[src/rtl/div_ratio_meter.sv]
// Measures period and high time of a divided clock in reference-clock cycles and
// flags lock once LOCK_N consecutive periods match.
module div_ratio_meter #(
    parameter int unsigned CNT_W  = 8,
    parameter int unsigned LOCK_N = 4
) (
    input  logic             i_clk_in,
    input  logic             i_rst,
    input  logic             i_sig,
    input  logic             i_en,
    output logic [CNT_W-1:0] o_period,
    output logic [CNT_W-1:0] o_high,
    output logic             o_valid,
    output logic             o_lock,
    output logic             o_ovf
);

    localparam int unsigned      MW     = $clog2(LOCK_N + 1);
    localparam logic [CNT_W-1:0] CntMax = {CNT_W{1'b1}};
    localparam logic [CNT_W-1:0] CntOne = CNT_W'(1);
    localparam logic [MW-1:0]    LockN  = MW'(LOCK_N);
    localparam logic [MW-1:0]    MOne   = MW'(1);

    typedef enum logic [1:0] {StIdle, StSeek, StMeas} state_e;

    state_e           state_q, state_d;
    logic             s1_q, s2_q, s3_q;
    logic [CNT_W-1:0] cnt_q, cnt_d;
    logic [CNT_W-1:0] hcnt_q, hcnt_d;
    logic [CNT_W-1:0] period_q, period_d;
    logic [CNT_W-1:0] high_q, high_d;
    logic [MW-1:0]    mcnt_q, mcnt_d;
    logic             valid_q, valid_d;
    logic             lock_q, lock_d;
    logic             ovf_q, ovf_d;
    logic             rise;

    assign rise = s2_q & ~s3_q;

    always_ff @(posedge i_clk_in) begin
        if (i_rst) begin
            state_q  <= StIdle;
            s1_q     <= 1'b0;
            s2_q     <= 1'b0;
            s3_q     <= 1'b0;
            cnt_q    <= '0;
            hcnt_q   <= '0;
            period_q <= '0;
            high_q   <= '0;
            mcnt_q   <= '0;
            valid_q  <= 1'b0;
            lock_q   <= 1'b0;
            ovf_q    <= 1'b0;
        end else begin
            state_q  <= state_d;
            s1_q     <= i_sig;
            s2_q     <= s1_q;
            s3_q     <= s2_q;
            cnt_q    <= cnt_d;
            hcnt_q   <= hcnt_d;
            period_q <= period_d;
            high_q   <= high_d;
            mcnt_q   <= mcnt_d;
            valid_q  <= valid_d;
            lock_q   <= lock_d;
            ovf_q    <= ovf_d;
        end
    end

    always_comb begin
        state_d  = state_q;
        cnt_d    = cnt_q;
        hcnt_d   = hcnt_q;
        period_d = period_q;
        high_d   = high_q;
        mcnt_d   = mcnt_q;
        valid_d  = 1'b0;
        lock_d   = lock_q;
        ovf_d    = ovf_q;

        if (!i_en) begin
            // Disable wins over everything; results are kept, tracking state is dropped.
            state_d = StIdle;
            cnt_d   = '0;
            hcnt_d  = '0;
            mcnt_d  = '0;
            lock_d  = 1'b0;
            ovf_d   = 1'b0;
        end else begin
            unique case (state_q)
                StIdle: begin
                    state_d = StSeek;
                end
                StSeek: begin
                    if (rise) begin
                        cnt_d   = CntOne;
                        hcnt_d  = CntOne;
                        state_d = StMeas;
                    end
                end
                StMeas: begin
                    if (rise) begin
                        period_d = cnt_q;
                        high_d   = hcnt_q;
                        valid_d  = 1'b1;
                        cnt_d    = CntOne;
                        hcnt_d   = CntOne;
                        if (cnt_q == period_q && mcnt_q != '0) begin
                            mcnt_d = (mcnt_q >= LockN) ? LockN : mcnt_q + MOne;
                        end else begin
                            mcnt_d = MOne;
                        end
                        lock_d = (mcnt_d >= LockN);
                    end else if (cnt_q == CntMax) begin
                        ovf_d   = 1'b1;
                        mcnt_d  = '0;
                        lock_d  = 1'b0;
                        state_d = StSeek;
                    end else begin
                        cnt_d = cnt_q + CntOne;
                        if (s2_q) begin
                            hcnt_d = hcnt_q + CntOne;
                        end
                    end
                end
                default: begin
                    state_d = StIdle;
                end
            endcase
        end
    end

    assign o_period = period_q;
    assign o_high   = high_q;
    assign o_valid  = valid_q;
    assign o_lock   = lock_q;
    assign o_ovf    = ovf_q;

endmodule

[config.mk]
export PLATFORM = sky130hd
export DESIGN_NAME = div_ratio_meter
export DESIGN_NICKNAME = d
export VERILOG_FILES = /design/src/rtl/div_ratio_meter.sv
export SDC_FILE = /design/constraint.sdc
export NUM_CORES = 1
export LEC_CHECK = 0
export CORE_MARGIN = 5
export CORE_UTILIZATION = 49
export DETAILED_ROUTE_END_ITERATION = 16
export PLACE_DENSITY_LB_ADDON = 0.08
export SYNTH_ARGS = -nofsm -noshare
export SYNTH_HDL_FRONTEND = slang
export SYNTH_SLANG_ARGS = --single-unit
[constraint.sdc]
create_clock -name i_clk_in -period 2 [get_ports i_clk_in]
set_input_delay 0.2 -clock i_clk_in [delete_from_list [all_inputs] [get_ports i_clk_in]]
set_output_delay 0.2 -clock i_clk_in [all_outputs]
set_load 0.1 [all_outputs]
==> results of run 1 <==
## logic make-up after synthesis
family          after synthesis  synth area share, %
flops                        42                 44.6
xor+xnor                      8                 3.72
simple gates                100                 25.6
compound gates               61                 19.5
fa+ha+maj                     4                 2.66
buf+inv                      17                 3.85
## power groups by stage
stage	Clock, mW	Sequential (mW)	Combinational, mW
floorplan	0	0.862	0.0259
global placement	0	0.862	0.0464
detailed placement	0	0.862	0.0467
CTS	0.570	0.843	0.0470
global route	0.609	0.843	0.0516
finish	0.556	0.843	0.0468
## state kept, by name (all words and copies together) (netlist names)
name      flops
o_high        8
s2_q          1
mcnt_q        3
hcnt_q        8
state_q       2
o_valid       1
s3_q          1
s1_q          1
o_ovf         1
o_period      8
cnt_q         8
## per-stage QoR
stage | hold slack, ns | util (%) | cell area [um2] | total power, mW | std cells
detailed placement | 0.430 | 58.7 | 2170 | 0.909 | 303
finish | 0.443 | 61.2 | 2260 | 1.45 | 311
CTS | 0.450 | 61.2 | 2260 | 1.46 | 311
floorplan | 0.328 | - | 1880 | 0.888 | 232
global route | 0.465 | 61.2 | 2260 | 1.50 | 311
global placement | 0.417 | 58.7 | 2170 | 0.908 | 303
## layout make-up
cell class | count | area (um2)
Clock inverter | 1 | 5.00
Sequential cell | 42 | 842
Inverter | 7 | 26.3
Timing Repair Buffer | 33 | 268
Fill cell | 345 | 1430
Clock buffer | 7 | 86.3
Tap cell | 48 | 60.1
Multi-Input combinational cell | 173 | 971
## worst max-delay path: cells and delay by family, from the launching register on
| kind | cells | cell delay (ns) |
|---|---|---|
| simple gates | 3 | 0.92 |
| compound gates | 2 | 0.38 |
| flops | 1 | 0.36 |
| fa+ha+maj | 1 | 0.21 |
## placed cells by master (no fill, tap or decap), types with 2 or more instances in the layout
cell type        count
nand2_1             46
dfxtp_1             41
a21oi_1             32
buf_4               29
nor2_1              15
nand3_1             10
xnor2_1              8
inv_1                7
nor2b_1              7
o21ai_0              6
clkbuf_8             6
a211oi_1             4
ha_1                 4
nand2b_1             3
and3_1               3
or4_1                3
o22ai_1              3
a31oi_1              3
a311oi_1             3
clkdlybuf4s50_1      3
o21ai_2              2
nand4_1              2
nor3_1               2
o211ai_1             2
## layer usage
layer | GRT usage [%] | routed length [um] | up-vias
met1 | 24.3 | 2070 | 798
met4 | 6.89 | 79 | 0
li1 | - | - | 871
met2 | 28.9 | 2020 | 34
met5 | 0 | 0 | -
met3 | 4.16 | 181 | 7
## worst min-delay path by stage
stage | start | to | slack [ns] | cells past startpoint
CTS | s1_q | s2_q | 0.45 | 1
finish | s1_q | s2_q | 0.44 | 1
detailed placement | s1_q | s2_q | 0.43 | 1
global route | s1_q | s2_q | 0.46 | 1
global placement | s1_q | s2_q | 0.42 | 1
floorplan | i_sig | s1_q | 0.33 | 1
## synthesized netlist by cell type (3+ instances only)
| master | instances |
|---|---|
| clkbuf_1 | 8 |
| a21oi_1 | 32 |
| a211oi_1 | 4 |
| a311oi_1 | 3 |
| and3_1 | 3 |
| nand2b_1 | 3 |
| or4_1 | 3 |
| nor2_1 | 15 |
| xnor2_1 | 8 |
| nor2b_1 | 7 |
| ha_1 | 4 |
| inv_1 | 7 |
| dfxtp_1 | 42 |
| nand2_1 | 46 |
| a31oi_1 | 3 |
| nand3_1 | 10 |
| o22ai_1 | 3 |
| o21ai_0 | 6 |
## what timing repair did
action / 4_1_cts / 5_1_grt
endpoints found under the setup margin: 0 / 2
resized for setup: 0 / 1
hold endpoints to repair: 0 / 0
==> results.tsv, run 1 <==
stage	metric	value	unit
power	Clock power frac	38.5	%
power	maximum vdd drop	0.533	mV
logic_synthesis	register area share after synthesis	44.6	%
clock_tree	post-CTS setup buffer count	0	
final_layout	Antenna Cells	0	
critical_path	crit-path cells	ha_1, and3_4, and4_4, a21o_1, or4_1, a21oi_1	
route	Antenna Violating Nets Remaining	0	
floorplan	Die W	72.0	um
global_routing	initial antenna violation count	0	
critical_path	crit start category	flop	
critical_path	Worst Setup SP	cnt_q[1]	
global_routing	total grt overflow	0	
logic_synthesis	ys flop type	dfxtp_1	
timing	setup violators final	0	
global_routing	GR Util All Layers	18.3	%
clock_tree	clk_lat worst skew	0.29	ns
place	Routability Congestion	0.808	
clock_tree	Clock transition at path regs	0.08	ns
logic_synthesis	Synth cell types	39	
global_routing	first-pass GRT wire length	7.50	mm
place	I/O Buffers	22	
logic_synthesis	ranking of synthesized cells by area	dfxtp_1 (45%), nand2_1 (9.2%), a21oi_1 (8.5%)	
place	dpl ws	0.0750	ns
logic_synthesis	top cell type's share of synthesized area	44.6	%
critical_path	slowest CP cell	or4_1	
timing	Final min period	1.93	ns
power	Power Dens Cells	640	mW/mm2
floorplan	Total Die Area	0.00519	mm2
route	Avg WL per Cell	14.0	um
critical_path	r2r setup slk	0.07	ns
logic_synthesis	Mapped Cells	232	
timing	maximum clock frequency	0.518	GHz
clock_tree	H-tree Lvls	2	
timing	Slew @ Worst Pin	0.374	ns
timing	worst setup margin	0.0683	ns
power	Static Leak	0.816	nW
job	max_cap viols	0	
timing	RSZ-0062 raised after global routing	no	
final_layout	ratio of cells with drive above 1 in the final layout	17.1	%
route	DRC Markers	0	
floorplan	Core Footprint	0.00369	mm2
route	Routed Wire Length	4.36	mm
route	via count	1710	
power	Net Sw Frac	21.4	%
clock_tree	TritonCTS Sinks	42	
global_routing	largest net degree at the start of global routing	20	
floorplan	IO Pins	23	
logic_synthesis	async set or reset register ratio after synthesis	0	%
logic_synthesis	Yosys Warn Count	0	
outcome	run status	completed	
clock_tree	buffer depth of the longest clock path	2	
critical_path	Critical Path Max Stage Delay	0.51	ns
power	Internal	1.14	mW
power	combinational cell fraction of total power	3.2	%
power	Seq pwr share	58.3	%
critical_path	R2R depth	6	
logic_synthesis	EDFF count, synth	0	
critical_path	CP Capture Point	hcnt_q[7]	
clock_tree	CTS tree	done	
clock_tree	post-cts hold buffer count	0	
place	dpl hpwl	3.10	mm
timing	Slew Viols, Final	0	
logic_synthesis	Net Count, Synth	240	
clock_tree	TritonCTS Buffers	5	
floorplan	Die Height	72.0	um
global_routing	vias in the first global route	1560	
route	vias per cell	5.50	
final_layout	area grow syn2layout	19.9	%
floorplan	FP Rows	22	
hold_path	Hold Path Class	reg2reg	
critical_path	crit path kind	reg2reg	
timing	Fin. Hold Viols	0	
critical_path	required time of the critical path	2.22	ns
logic_synthesis	synthesized area per cell	8.12	um2
timing	setup TNS	0	ns
logic_synthesis	post-synth top area cell	dfxtp_1	
logic_synthesis	Syn Std Cell Area	0.00188	mm2
critical_path	R2R Path Start	cnt_q[1]	
final_layout	nets	270	
power	switching power	309	uW
critical_path	Worst R2R End	hcnt_q[7]	
clock_tree	root buf cell	clkbuf_8	
timing	Slew headroom	74.8	%
floorplan	Initial Util	51.1	%
route	initial drt markers	97	
logic_synthesis	synthesized flop and latch total	42	
critical_path	Worst EP arrival	2.15	ns
route	drt pass-1 iters	4	
timing	final setup skew	0.00826	ns
critical_path	Setup crit end kind	flop	
timing	Final period util	96.6	%
critical_path	critical path peak fanout	6	
Note: power is estimated with default switching activity, not from simulation.
==> run 2, diff against run 1 <==
--- a/config.mk
+++ b/config.mk
@@ -5,7 +5,7 @@
 export SDC_FILE = /design/constraint.sdc
 export NUM_CORES = 1
 export LEC_CHECK = 0
-export CORE_MARGIN = 5
+export CORE_MARGIN = 10
 export CORE_UTILIZATION = 49
 export DETAILED_ROUTE_END_ITERATION = 16
 export PLACE_DENSITY_LB_ADDON = 0.08
==> constraint.sdc (replaced) <==
create_clock -name i_clk_in -period 2 [get_ports i_clk_in]
set_input_delay 0.2 -clock i_clk_in [delete_from_list [all_inputs] [get_ports i_clk_in]]
set_output_delay 0.2 -clock i_clk_in [all_outputs]
set_load 0.02 [all_outputs]
==> results.tsv, run 2 (synthesis results as in run 1) <==
stage	metric	value	unit
route	via count	1678	
critical_path	required time of the critical path	2.23	ns
power	Power Dens Cells	726	mW/mm2
route	initial drt markers	168	
final_layout	nets	273	
clock_tree	clk_lat worst skew	0.30	ns
power	Net Sw Frac	18.9	%
route	Avg WL per Cell	14.2	um
power	Static Leak	0.811	nW
final_layout	commonest non-fill, non-tap cell in the layout	nand2_1	
clock_tree	buffer depth of the longest clock path	2	
floorplan	Die Height	82.0	um
critical_path	crit-path cells	ha_1, and3_4, and4_4, a21o_1, or4_1, a21oi_1	
place	Routability Congestion	0.816	
power	Seq pwr share	49.0	%
critical_path	slowest CP cell	or4_1	
floorplan	FP Rows	22	
timing	Slew @ Worst Pin	0.417	ns
global_routing	GR Util All Layers	14.6	%
critical_path	crit path kind	reg2reg	
clock_tree	post-cts hold buffer count	0	
final_layout	commonest cells after routing, fill and taps aside	nand2_1 (46), dfxtp_1 (42), a21oi_1 (32)	
outcome	run status	completed	
job	max_cap viols	0	
timing	maximum clock frequency	0.524	GHz
power	Internal	1.39	mW
final_layout	ratio of cells with drive above 1 in the final layout	10.9	%
timing	RSZ-0062 raised after global routing	no	
floorplan	Die W	82.0	um
timing	Final period util	95.4	%
timing	setup violators final	0	
power	Clock power frac	48.1	%
route	DRC Markers	0	
route	Antenna Violating Nets Remaining	0	
clock_tree	post-CTS setup buffer count	0	
final_layout	Antenna Cells	0	
global_routing	vias in the first global route	1654	
power	switching power	325	uW
timing	Slew Viols, Final	0	
timing	Slew headroom	71.9	%
clock_tree	TritonCTS Buffers	5	
critical_path	crit start category	flop	
power	maximum vdd drop	0.528	mV
global_routing	total grt overflow	0	
final_layout	area grow syn2layout	25.6	%
clock_tree	root buf cell	clkbuf_8	
final_layout	Layout fillers	337	
critical_path	critical path peak fanout	6	
floorplan	Total Die Area	0.00673	mm2
timing	final setup skew	0.00902	ns
clock_tree	TritonCTS Sinks	42	
timing	Final min period	1.91	ns
critical_path	Largest delay share family, worst path	simple AND/OR/NAND/NOR gates	
global_routing	first-pass GRT wire length	7.80	mm
final_layout	Finished Core Util	64.1	%
route	drt pass-1 iters	4	
critical_path	Setup crit end kind	flop	
route	Routed Wire Length	4.45	mm
clock_tree	CTS tree	done	
place	dpl hpwl	3.24	mm
floorplan	Initial Util	51.1	%
power	overall power	1.72	mW
route	vias per cell	5.34	
clock_tree	cts repair resizes	0	
critical_path	Critical Path Max Stage Delay	0.52	ns
critical_path	Worst EP arrival	2.14	ns
clock_tree	H-tree Lvls	2	
timing	setup TNS	0	ns
global_routing	largest net degree at the start of global routing	16	
critical_path	WP buf/inv	0	
hold_path	Hold Path Class	reg2reg	
global_routing	initial antenna violation count	0	
floorplan	IO Pins	23	
clock_tree	Clock transition at path regs	0.08	ns
timing	Fin. Hold Viols	0	
floorplan	Core Footprint	0.00369	mm2
place	I/O Buffers	22	
power	combinational cell fraction of total power	2.9	%
[run 2: cell types whose count changed in the layout (fill, tap and decap cells not counted), sizes merged]
cell,before,now
clkinv,1,0
bufinv,0,2
clkbuf,7,6
buf,30,14
clkdlybuf4s50,3,22
[run 2: final cells by class]
| cell class | instances | area [um2] | share of cell area, % |
|---|---|---|---|
| Sequential cell | 42 | 841 | 35.5 |
| Timing Repair Buffer | 36 | 325 | 13.7 |
| Multi-Input combinational cell | 173 | 971 | 41.0 |
| Clock inverter | 2 | 60.1 | 2.54 |
| Tap cell | 48 | 60.1 | 2.54 |
| Inverter | 7 | 26.3 | 1.11 |
| Clock buffer | 6 | 82.6 | 3.49 |
[run 2: layer usage]
metal / track usage, % / up-vias / routed length, um
met2: 23.4 / 41 / 2000
met4: 4.76 / 0 / 51
li1: - / 875 / -
met1: 18.5 / 757 / 2160
met3: 4.26 / 5 / 243
met5: 0 / - / 0
[run 2: through the flow]
stage / setup slack [ns] / hold WS [ns] / std cells / cell area (um2)
2_1_floorplan: 0.0695 / 0.328 / 232 / 1880
3_3_place_gp: 0.190 / 0.420 / 306 / 2220
3_5_place_dp: 0.129 / 0.428 / 306 / 2220
4_1_cts: 0.109 / 0.446 / 314 / 2370
5_1_grt: 0.0132 / 0.467 / 314 / 2370
6_report: 0.0922 / 0.440 / 314 / 2370
[run 2: worst paths after layout]
path	from	end	slack, ns	cells past startpoint
worst max register to register	cnt_q[0]	hcnt_q[7]	0.09	6
worst min register to register	s1_q	s2_q	0.44	1
worst max-delay path	cnt_q[0]	hcnt_q[7]	0.09	6
worst min-delay path	s1_q	s2_q	0.44	1
[run 2: power groups by stage]
| stage | sequential (mW) | combinational, mW | clock, mW |
|---|---|---|---|
| 2_1_floorplan | 0.862 | 0.0259 | 0 |
| 3_3_place_gp | 0.862 | 0.0486 | 0 |
| 3_5_place_dp | 0.862 | 0.0486 | 0 |
| 4_1_cts | 0.842 | 0.0487 | 0.847 |
| 5_1_grt | 0.843 | 0.0540 | 0.875 |
| 6_report | 0.842 | 0.0491 | 0.827 |
[run 2: worst reg2reg max path, cell delays in order (launching register included)]
cell	delay, ns
dfxtp_1	0.33
ha_1	0.23
and3_4	0.21
and4_4	0.20
a21o_1	0.21
or4_1	0.52
a21oi_1	0.15
==> run 3, diff against run 2 <==
--- a/config.mk
+++ b/config.mk
@@ -6,8 +6,10 @@
 export NUM_CORES = 1
 export LEC_CHECK = 0
 export CORE_MARGIN = 10
-export CORE_UTILIZATION = 49
+export CORE_UTILIZATION = 59
+export CTS_BUF_LIST = sky130_fd_sc_hd__clkbuf_2
 export DETAILED_ROUTE_END_ITERATION = 16
+export DONT_BUFFER_PORTS = 1
 export PLACE_DENSITY_LB_ADDON = 0.08
 export SYNTH_ARGS = -nofsm -noshare
 export SYNTH_HDL_FRONTEND = slang
==> results.tsv, run 3 (synthesis results as in run 1) <==
stage	metric	value	unit
outcome	run status	completed	
route	via count	1669	
critical_path	r2r setup slk	0.03	ns
hold_path	Hold Path Class	in2reg	
critical_path	crit path kind	reg2reg	
route	Avg WL per Cell	15.3	um
timing	Slew headroom	54.7	%
hold_path	cell depth of the worst hold path	3	
global_routing	GR Util All Layers	15.0	%
final_layout	commonest non-fill, non-tap cell in the layout	nand2_1	
clock_tree	TritonCTS Sinks	42	
global_routing	total grt overflow	0	
critical_path	R2R Path Start	cnt_q[1]	
hold_path	Min-Delay Startpoint	i_rst	
critical_path	Setup crit end kind	flop	
critical_path	required time of the critical path	2.35	ns
place	Routability Congestion	0.929	
final_layout	ratio of cells with drive above 1 in the final layout	10.7	%
clock_tree	Clock transition at path regs	0.20	ns
critical_path	Worst EP arrival	2.32	ns
timing	hold slack	0.0501	ns
timing	RSZ-0062 raised after global routing	no	
global_routing	initial antenna violation count	0	
power	maximum vdd drop	0.428	mV
route	initial drt markers	149	
critical_path	R2R depth	6	
floorplan	Die Height	76.5	um
timing	Slew @ Worst Pin	0.677	ns
final_layout	nets	250	
timing	Slew Viols, Final	0	
final_layout	Layout fillers	285	
route	Routed Wire Length	4.38	mm
critical_path	critical path peak fanout	6	
floorplan	Core Footprint	0.00305	mm2
floorplan	Die W	76.5	um
timing	setup TNS	0	ns
clock_tree	H-tree Lvls	2	
route	DRC Markers	0	
timing	setup violators final	0	
timing	final setup skew	0.0161	ns
global_routing	first-pass GRT wire length	7.29	mm
global_routing	vias in the first global route	1486	
timing	Final min period	1.97	ns
floorplan	Initial Util	61.7	%
clock_tree	clk_lat worst skew	0.40	ns
job	max_cap viols	0	
final_layout	area grow syn2layout	9.03	%
final_layout	Finished Core Util	67.3	%
hold_path	Worst Hold End	cnt_q[6]	
final_layout	Antenna Cells	0	
critical_path	crit start category	flop	
timing	Final period util	98.5	%
place	dpl hpwl	3.24	mm
floorplan	Total Die Area	0.00585	mm2
floorplan	FP Rows	20	
timing	Fin. Hold Viols	0	
final_layout	commonest cells after routing, fill and taps aside	nand2_1 (46), dfxtp_1 (41), a21oi_1 (31)	
route	drt pass-1 iters	4	
clock_tree	TritonCTS Buffers	5	
place	I/O Buffers	0	
timing	maximum clock frequency	0.507	GHz
clock_tree	CTS tree	done	
clock_tree	buffer depth of the longest clock path	2	
route	vias per cell	5.82	
global_routing	largest net degree at the start of global routing	20	
clock_tree	root buf cell	clkbuf_2	
power	Static Leak	0.688	nW
power	Power Dens Cells	592	mW/mm2
critical_path	Worst R2R End	hcnt_q[7]	
route	Antenna Violating Nets Remaining	0	
floorplan	IO Pins	23	
[run 3: cell count changes in the layout (fill, tap and decap cells not counted), moves of 2 or more]
cell and delta:
bufinv_16 -2, clkdlybuf4s50_1 -22, buf_4 -3, clkbuf_2 +5, clkbuf_8 -6, clkinv_1 +3, dlygate4sd3_1 +2
[run 3: layer usage]
metal  vias up  global-route usage (%)  part of all wire, %
li1        829                       -                    -
met1       775                    19.0                   45
met2        58                    22.6                   45
met3         7                    6.49                  9.0
met4         0                    4.46                  1.3
met5         -                       0                    0
[run 3: worst max-delay path, cell delays in order, from the launching register on]
cell	delay, ns
dfxtp_4	0.40
ha_1	0.22
and3_4	0.21
and4_4	0.19
a21o_4	0.22
or4_1	0.55
a21oi_2	0.13
[run 3: worst max-delay path by stage]
stage | from | endpoint | slack, ns | cells after the start
floorplan | cnt_q[0] | hcnt_q[7] | 0.07 | 7
detailed placement | cnt_q[1] | hcnt_q[7] | 0.06 | 6
CTS | cnt_q[1] | hcnt_q[7] | 0.009 | 6
global placement | cnt_q[1] | hcnt_q[7] | 0.17 | 6
global route | cnt_q[1] | hcnt_q[7] | 0.003 | 6
finish | cnt_q[1] | hcnt_q[7] | 0.03 | 6
[run 3: metrics by stage]
| step | worst slack, ns | cell area (um2) | std cells | power (mW) |
|---|---|---|---|---|
| after floorplan | 0.0695 | 1880 | 232 | 0.888 |
| after global placement | 0.170 | 1970 | 276 | 0.889 |
| after detailed placement | 0.0623 | 1970 | 276 | 0.890 |
| after CTS | 0.00868 | 2020 | 286 | 1.23 |
| after global routing | 0.00303 | 2050 | 287 | 1.28 |
| final | 0.0291 | 2050 | 287 | 1.22 |
[run 3: layout make-up]
| cell class | instances | area [um2] | area share [%] |
|---|---|---|---|
| clock inverter | 3 | 11.3 | 0.548 |
| sequential | 42 | 845 | 41.1 |
| clock buffer | 5 | 25.0 | 1.22 |
| timing repair buffer | 13 | 103 | 4.99 |
| tap | 44 | 55.1 | 2.68 |
| multi-input combinational | 173 | 990 | 48.2 |
| inverter | 7 | 26.3 | 1.28 |
[run 3: report_power, final]
part	switching (mW)	internal, mW
sequential	0.00319	0.841
combinational	0.0250	0.0129
clock	0.261	0.0746
total	0.289	0.929
[run 3: timing repair]
| action | in CTS | in global routing |
|---|---|---|
| buffers inserted | 0 | 1 |
| hold buffers | 2 | 0 |
| resized for setup | 0 | 6 |
| endpoints found under the hold margin | 19 | 0 |
| setup endpoints to repair | 0 | 8 |
